===== src/rtl/osd_vram_wr_queue.sv =====
// CPU-to-VRAM write queue for the OSD character generator: edge-detected commands,
// auto-increment pointer, block-fill engine and a FIFO drained during blanking.
module osd_vram_wr_queue #(
    parameter int C_AW         = 10,
    parameter int C_DW         = 8,
    parameter int C_FIFO_DEPTH = 16,
    parameter int C_FILL_W     = 10
) (
    input  logic                            CK_i,
    input  logic                            SYS_R_i,
    input  logic                            CMD_WE_i,
    input  logic [1:0]                      CMD_MODE_i,
    input  logic [C_AW-1:0]                 CMD_AD_i,
    input  logic [C_DW-1:0]                 CMD_WD_i,
    input  logic [C_FILL_W-1:0]             FILL_LEN_i,
    input  logic                            BLANK_i,
    input  logic                            FORCE_i,
    input  logic                            OVF_CLR_i,
    output logic [C_AW-1:0]                 VRAM_WAs_o,
    output logic [C_DW-1:0]                 VRAM_WDs_o,
    output logic                            VRAM_WE_o,
    output logic                            BUSY_o,
    output logic                            FULL_o,
    output logic [$clog2(C_FIFO_DEPTH):0]   LEVEL_o,
    output logic                            OVF_o
);

    localparam int C_PW = $clog2(C_FIFO_DEPTH);
    localparam int C_EW = C_AW + C_DW;
    localparam logic [C_PW:0] DEPTH_CNT = (C_PW + 1)'(C_FIFO_DEPTH);

    localparam logic [1:0] MODE_SINGLE = 2'd0;
    localparam logic [1:0] MODE_INC    = 2'd1;
    localparam logic [1:0] MODE_PTR    = 2'd2;
    localparam logic [1:0] MODE_FILL   = 2'd3;

    logic                cmd_prev;
    logic                cmd_det;
    logic                cmd_accept;
    logic                cmd_push_req;
    logic [C_AW-1:0]     ptr;
    logic [C_AW-1:0]     fill_ptr;
    logic [C_FILL_W-1:0] fill_cnt;
    logic [C_DW-1:0]     fill_wd;
    logic                fill_active;
    logic                fill_push;

    logic [C_EW-1:0]     mem [C_FIFO_DEPTH];
    logic [C_PW-1:0]     wr_idx;
    logic [C_PW-1:0]     rd_idx;
    logic [C_PW:0]       count;
    logic                empty;
    logic                full;
    logic                pop;
    logic                slot_free;
    logic                push;
    logic [C_EW-1:0]     push_entry;
    logic                ovf_set;

    always_comb begin
        cmd_det      = CMD_WE_i & ~cmd_prev;
        empty        = (count == '0);
        full         = (count == DEPTH_CNT);
        fill_active  = (fill_cnt != '0);
        pop          = ~empty & (BLANK_i | FORCE_i);
        slot_free    = ~full | pop;
        cmd_accept   = cmd_det & ~fill_active;
        cmd_push_req = cmd_accept & ((CMD_MODE_i == MODE_SINGLE) | (CMD_MODE_i == MODE_INC));

        push       = 1'b0;
        fill_push  = 1'b0;
        push_entry = {fill_ptr, fill_wd};
        if (cmd_push_req) begin
            push       = slot_free;
            push_entry = {(CMD_MODE_i == MODE_INC) ? ptr : CMD_AD_i, CMD_WD_i};
        end else if (fill_active && slot_free) begin
            push      = 1'b1;
            fill_push = 1'b1;
        end

        // Commands during a fill are rejected; the fill itself only ever stalls.
        ovf_set = (cmd_det & fill_active) | (cmd_push_req & ~slot_free);
    end

    always_ff @(posedge CK_i) begin
        if (SYS_R_i) begin
            cmd_prev   <= 1'b1;
            ptr        <= '0;
            fill_ptr   <= '0;
            fill_cnt   <= '0;
            wr_idx     <= '0;
            rd_idx     <= '0;
            count      <= '0;
            VRAM_WE_o  <= 1'b0;
            VRAM_WAs_o <= '0;
            VRAM_WDs_o <= '0;
            OVF_o      <= 1'b0;
        end else begin
            cmd_prev <= CMD_WE_i;

            if (cmd_accept && CMD_MODE_i == MODE_PTR) begin
                ptr <= CMD_AD_i;
            end else if (cmd_accept && CMD_MODE_i == MODE_INC) begin
                ptr <= ptr + 1'b1;
            end

            if (cmd_accept && CMD_MODE_i == MODE_FILL) begin
                fill_ptr <= CMD_AD_i;
                fill_cnt <= FILL_LEN_i;
            end else if (fill_push) begin
                fill_ptr <= fill_ptr + 1'b1;
                fill_cnt <= fill_cnt - 1'b1;
            end

            if (push) begin
                wr_idx <= wr_idx + 1'b1;
            end
            if (pop) begin
                rd_idx <= rd_idx + 1'b1;
            end
            case ({push, pop})
                2'b10:   count <= count + 1'b1;
                2'b01:   count <= count - 1'b1;
                default: count <= count;
            endcase

            VRAM_WE_o <= pop;
            if (pop) begin
                {VRAM_WAs_o, VRAM_WDs_o} <= mem[rd_idx];
            end

            if (ovf_set) begin
                OVF_o <= 1'b1;
            end else if (OVF_CLR_i) begin
                OVF_o <= 1'b0;
            end
        end
    end

    // Storage and fill data need no reset; occupancy and fill_cnt gate their use.
    always_ff @(posedge CK_i) begin
        if (push) begin
            mem[wr_idx] <= push_entry;
        end
        if (cmd_accept && CMD_MODE_i == MODE_FILL) begin
            fill_wd <= CMD_WD_i;
        end
    end

    assign BUSY_o  = ~empty | fill_active;
    assign FULL_o  = full;
    assign LEVEL_o = count;

endmodule


===== config.mk =====
export PLATFORM = sky130hd
export DESIGN_NAME = osd_vram_wr_queue
export DESIGN_NICKNAME = d
export VERILOG_FILES = /design/src/rtl/osd_vram_wr_queue.sv
export SDC_FILE = /design/constraint.sdc
export NUM_CORES = 1
export LEC_CHECK = 0
export ABC_AREA = 1
export CAP_MARGIN = 20
export CORE_UTILIZATION = 45
export DETAILED_ROUTE_END_ITERATION = 8
export GPL_TIMING_DRIVEN = 0
export HOLD_SLACK_MARGIN = 0.02
export PLACE_DENSITY = 0.58
export SLEW_MARGIN = 20
export SYNTH_ARGS = -nofsm -noshare
export SYNTH_HDL_FRONTEND = slang
export SYNTH_SLANG_ARGS = --single-unit

===== constraint.sdc =====
create_clock -name CK_i -period 2.6 [get_ports CK_i]
set_input_delay 0.52 -clock CK_i [delete_from_list [all_inputs] [get_ports CK_i]]
set_output_delay 0.52 -clock CK_i [all_outputs]
set_load 0.01 [all_outputs]

Word-level counts from Yosys, hierarchy flattened. Memory sizes are Yosys's and may differ from the RTL's. A register that Yosys moved wholly into a read port is not among the register bits. Index checks and enable logic that the tools add are counted.

Memory bits (read-only): 0. Latch bits: 0. Output and inout port bits: 27. Bits in registers: 54. Bits of input ports: 36. Memories kept: 1. Bits in writable memories: 288.

Memories: mem (words 16, width 18, rd ports 1, clocked after memory_dff 1, write ports 1, RTL line 48) `logic [C_EW-1:0] mem [C_FIFO_DEPTH];`.

Divide/modulo/power cells: 0. Bitwise gates (word level): 16. Mux-type cells: 16. Equality and inequality tests: 6. Multiply operators: 0. $lt $le $gt $ge: 0. Add/sub/neg operators: 7. Reduce and logical (&&, ||, !) cells: 11. Shifts and indexed selects: 0.

Operators with widths (number): 10-bit two-way mux (7); 10-bit by 1-bit adder with 10-bit output (second input constant) (2); 18-bit two-way mux (1); 5-bit one-hot mux with 2 select lines (1); 10-bit nonzero test (1); 10-bit by 1-bit subtractor with 10-bit output (second input constant) (1); 4-bit by 1-bit adder with 4-bit output (second input constant) (2); 2-bit nonzero test (4); 1-bit two-way mux (7); 1-bit bitwise AND (6); 2-bit equality test (second input constant) (3); 5-bit by 1-bit adder with 5-bit output (second input constant) (1); 5-bit equality test (second input constant) (1); 5-bit zero test (1); 1-bit inverter (5); 1-bit bitwise OR (5); 5-bit by 1-bit subtractor with 5-bit output (second input constant) (1); 2-bit by 1-bit equality test with 1-bit output (second input constant) (2); 1-bit logical AND (4); 2-bit zero test (1).

Depth between registers and ports, before layout.
Depth in word-level cells: 9. Depth in mapped cells: 18.

Worst setup path after synthesis. Ideal clock, no wire load.

Path kind: input-to-reg. Start point: in CMD_WE_i. End point: mem mem[11][0] (netlist bit), enable pin. Path buffers: 0. Path slack: 0.154 ns. Library setup time: 0.393 ns. Cell stages on the path: 6. Data arrival time: 2.053 ns. Cells stage by stage: nand2_1 o211ai_1 nand2_2 inv_1 nand2_1 nor2_1.

Longest elaborated chain between the ends: 6.

RTL lines: from (decl) (RTL line 11) `input logic CMD_WE_i,`; 1-bit bitwise AND (RTL line 61) `cmd_det = CMD_WE_i & ~cmd_prev;`; 1-bit bitwise AND (RTL line 67) `cmd_accept = cmd_det & ~fill_active;`; 1-bit bitwise AND (RTL line 68) `cmd_push_req = cmd_accept & ((CMD_MODE_i == MODE_SINGLE) | (CMD_MODE_i == MODE_INC));`; 1-bit two-way mux (RTL line 73) `if (cmd_push_req) begin`; 1-bit two-way mux (RTL line 142) `if (push) begin`; 1-bit two-way mux (implied by the code) (RTL line 143) `mem[wr_idx] <= push_entry;`; to (decl) (RTL line 48).

No other way between the ends.

Worst setup path after layout.
Start point: in CMD_MODE_i[1]. End point: mem mem[5][14] (netlist bit), data pin.

Longest elaborated chain between the ends: 4. Elaborated cells on any way between the ends: 6. Classes of those cells: eq/ne (1); mux (2); bitwise (2); reduce/logical (1).

RTL lines: from (decl) (RTL line 12) `input logic [1:0] CMD_MODE_i,`; 2-bit by 1-bit equality test with 1-bit output / 2-bit zero test (equally long branches) (RTL line 68, 75); 1-bit bitwise OR (RTL line 68); 1-bit bitwise AND (RTL line 68); 18-bit two-way mux * (RTL line 73); via push_entry[14] (RTL line 57) `logic [C_EW-1:0] push_entry;`.

The timed path passes the listed nets; every way through them passes the cells marked *.

==> run summary <==
Row count: 66
Mapped Cells: 1308
FF+latch count, synth: 360
Post-synth top flop: edfxtp_1
Share of cells above drive strength 1: 0.1318
Routed len/inst: 23.44 um
Synth top area cells: edfxtp_1, dfxtp_1, o21ai_0
CTS Hold Buffers Added: 0
Critical path launch point type: input pin
Seq/Total Area, Yosys: 0.6759
CP Data Arrival Time: 2760 ps
Largest area contributor in the netlist: edfxtp_1
Clock transition at path regs: 60 ps
WP data required: 2820 ps
Area Growth Syn to Fin: 20.86%
Worst path bufs/invs: 3
GR Overflow Total: 0
Unrepaired setup endpoints after global routing: yes
GRT Total Usage: 0.2702
Switching part of the total power: 0.3616
Min-delay src: fill_cnt[0]$_SDFFE_PP0P_
Post-route ant nets: 0
Core Area: 32700 sq um
Psw: 7.197 mW
Internal power: 12.71 mW
Vias: 10977
Die Ht: 184.9 um
DRT Pass-1 Iters: 7
Max_cap viols: 0
Synth Warn #: 0
Power per cell area: 1094 nW/um^2
CTS Sinks: 360
CTS H-tree depth: 2
Slowest CP cell: clkdlybuf4s50_1
Synthesized net count: 1355
Worst slew pin tran: 922.3 ps
Vias in the first global route: 10653
CTS tree: yes
Wl on met1: 18920 um
Worst Setup End Kind: flop
Met3 wire len: 3137 um
Endpoints failing hold: 0
Crit. Startpoint: CMD_MODE_i[1]
CTS buffer count: 40
Finish-stage setup viols: 0
Met2 WL: 21430 um
Initial antenna violation count: 0
Max Buffers Root-to-Sink: 3
Fraction of registers with async set/reset: 0
Fin area: 18190 sq um
Worst Skew: 13.75 ps
Seq pwr share: 0.378
1st-iter DRT viols: 954
Synth top area share: 0.5907
# diodes: 0
Post-Route WL: 45060 um
Die ar.: 34170 sq um
Number of flops mapped to enable cells by yosys: 296
Critical R2R Launch: fill_cnt[1]$_SDFFE_PP0P_
Placed cell areas: 16540 sq um
Final GP Congestion: 0.8492
Critical path type: in -> reg
Min-Delay Path Class: reg -> reg
Worst Path Max Fanout: 16
CP max stage delay: 670 ps
Clock root cell: clkbuf_16
Status: finished clean
Clock network power share: 0.277
Initial Util: 0.4601
Leakage Power: 6.553 nW
Port-buffer cells: 60
Fin nets: 1497
IO Count: 63
Synth Cell Area: 15050 sq um
CP cell instances: clkdlybuf4s50_1, inv_1, nand2_1, clkbuf_1, a21oi_1, o21ai_2
Synth cell count leaders: edfxtp_1, nor2_1, o21ai_0
Die width: 184.9 um
Cell family contributing the most delay on the critical path: buffers and inverters
Final Cycle Share: 0.9796
Largest net degree at the start of global routing: 19
Number of fill cells: 2824
Via-to-Cell Ratio: 5.711
Worst slew margin: 0.3851
Clock Latency Late Sink: 530 ps
Netlist cell types: 38
Final Util: 0.5561
Peak VDD IR: 0.5558 mV
Count leader, synth: edfxtp_1
First-pass GRT wire length: 66860 um
Fmax: 392.6 MHz
Combinational power share: 0.345
Syn Area/Cell: 11.50 sq um
Final Critical Period: 2547 ps
Post-DP HPWL: 29280 um
Highest routed metal layer: met4
Final slew viol count: 0
Drc violations: 0
## flip-flops by register name, indices dropped and copies added (netlist names), 5 cells and up
signal	flops
ptr	10
mem	288
VRAM_WDs_o	8
fill_wd	8
fill_ptr	10
fill_cnt	10
VRAM_WAs_o	10
LEVEL_o	5
## kinds of logic after synthesis
| logic type | Yosys count | share of synthesized area |
|---|---|---|
| simple gates | 402 | 0.1133 |
| flops | 360 | 0.6759 |
| compound gates | 343 | 0.1421 |
| buf+inv | 168 | 0.04548 |
| xor+xnor | 23 | 0.01339 |
| fa+ha+maj | 11 | 0.009147 |
| mux | 1 | 0.0006653 |
## metrics by stage
stage          instances  setup slack [ps]  power, mW  hold WS, ps  setup TNS, ps
2_1_floorplan       1308             154.3      11.37        442.9              0
3_3_place_gp        1810             -1709      13.77        453.0        -684390
3_5_place_dp        1823            -991.6      14.14        456.4        -238470
4_1_cts             1911             8.654      19.68        476.8              0
5_1_grt             1922            -65.54      20.83        491.3          -4014
6_report            1922             52.99      19.90        477.3              0
## cells in the final DEF, fill, tap and decap left out, types with 4 or more instances in the layout
master	instances
o21ai_0	168
inv_1	75
clkinv_2	7
xnor2_1	6
ha_1	10
clkdlybuf4s50_1	59
nor2_2	4
o21ai_1	7
nand4_1	8
dfxtp_1	61
o211ai_1	45
clkbuf_1	58
nand3_1	57
xor2_1	17
inv_2	11
edfxtp_1	296
nand2_2	18
clkinv_1	13
buf_2	16
clkbuf_16	41
o211ai_2	5
nor2_1	178
nor2_4	19
nor3_1	4
o22ai_1	22
o221ai_1	62
nand2_1	105
buf_4	25
or2_2	4
a21oi_1	23
buf_12	13
## what timing repair did
item,CTS,global route
setup endpoints to repair,183,248
pin swaps,8,8
gates cloned,0,0
resized for setup,6,19
buffers inserted,16,11
## final cells by class
class,count,area [sq um],area share
Buffer,78,359.1,0.01975
Clock buffer,50,1090,0.05992
Clock inverter,22,180.2,0.009907
Inverter,90,340.3,0.01871
Multi-Input combinational cell,780,4377,0.2407
Sequential cell,360,10170,0.5594
Tap cell,442,553.0,0.03041
Timing Repair Buffer,100,1114,0.06123
## worst paths after layout
check        slack [ps]  depth (start not counted)                  endpoint
max reg2reg          70                         10      mem[9][12]$_DFFE_PP_
min                 480                          2  fill_cnt[0]$_SDFFE_PP0P_
min reg2reg         480                          2  fill_cnt[0]$_SDFFE_PP0P_
max                  50                          6      mem[5][14]$_DFFE_PP_
## worst min-delay path: cells and delay by family, from the launching register on
family          cells  cell delay (ps)
simple gates        1               60
flops               1              310
compound gates      1               50
## layer usage
layer | GRT usage | up-vias
met1 | 0.3674 | 5316
met3 | 0.03952 | 112
met2 | 0.4371 | 500
met4 | 0.1064 | 0
li1 | - | 5049
met5 | 0 | -
## power groups by stage
stage | logic [mW] | registers (mW) | clock network (mW)
floorplan | 3.72 | 7.65 | 0
global placement | 6.13 | 7.64 | 0
detailed placement | 6.52 | 7.62 | 0
CTS | 6.59 | 7.51 | 5.57
global route | 7.44 | 7.60 | 5.79
finish | 6.87 | 7.52 | 5.52
No activity file was read; power rests on OpenSTA's default activity.
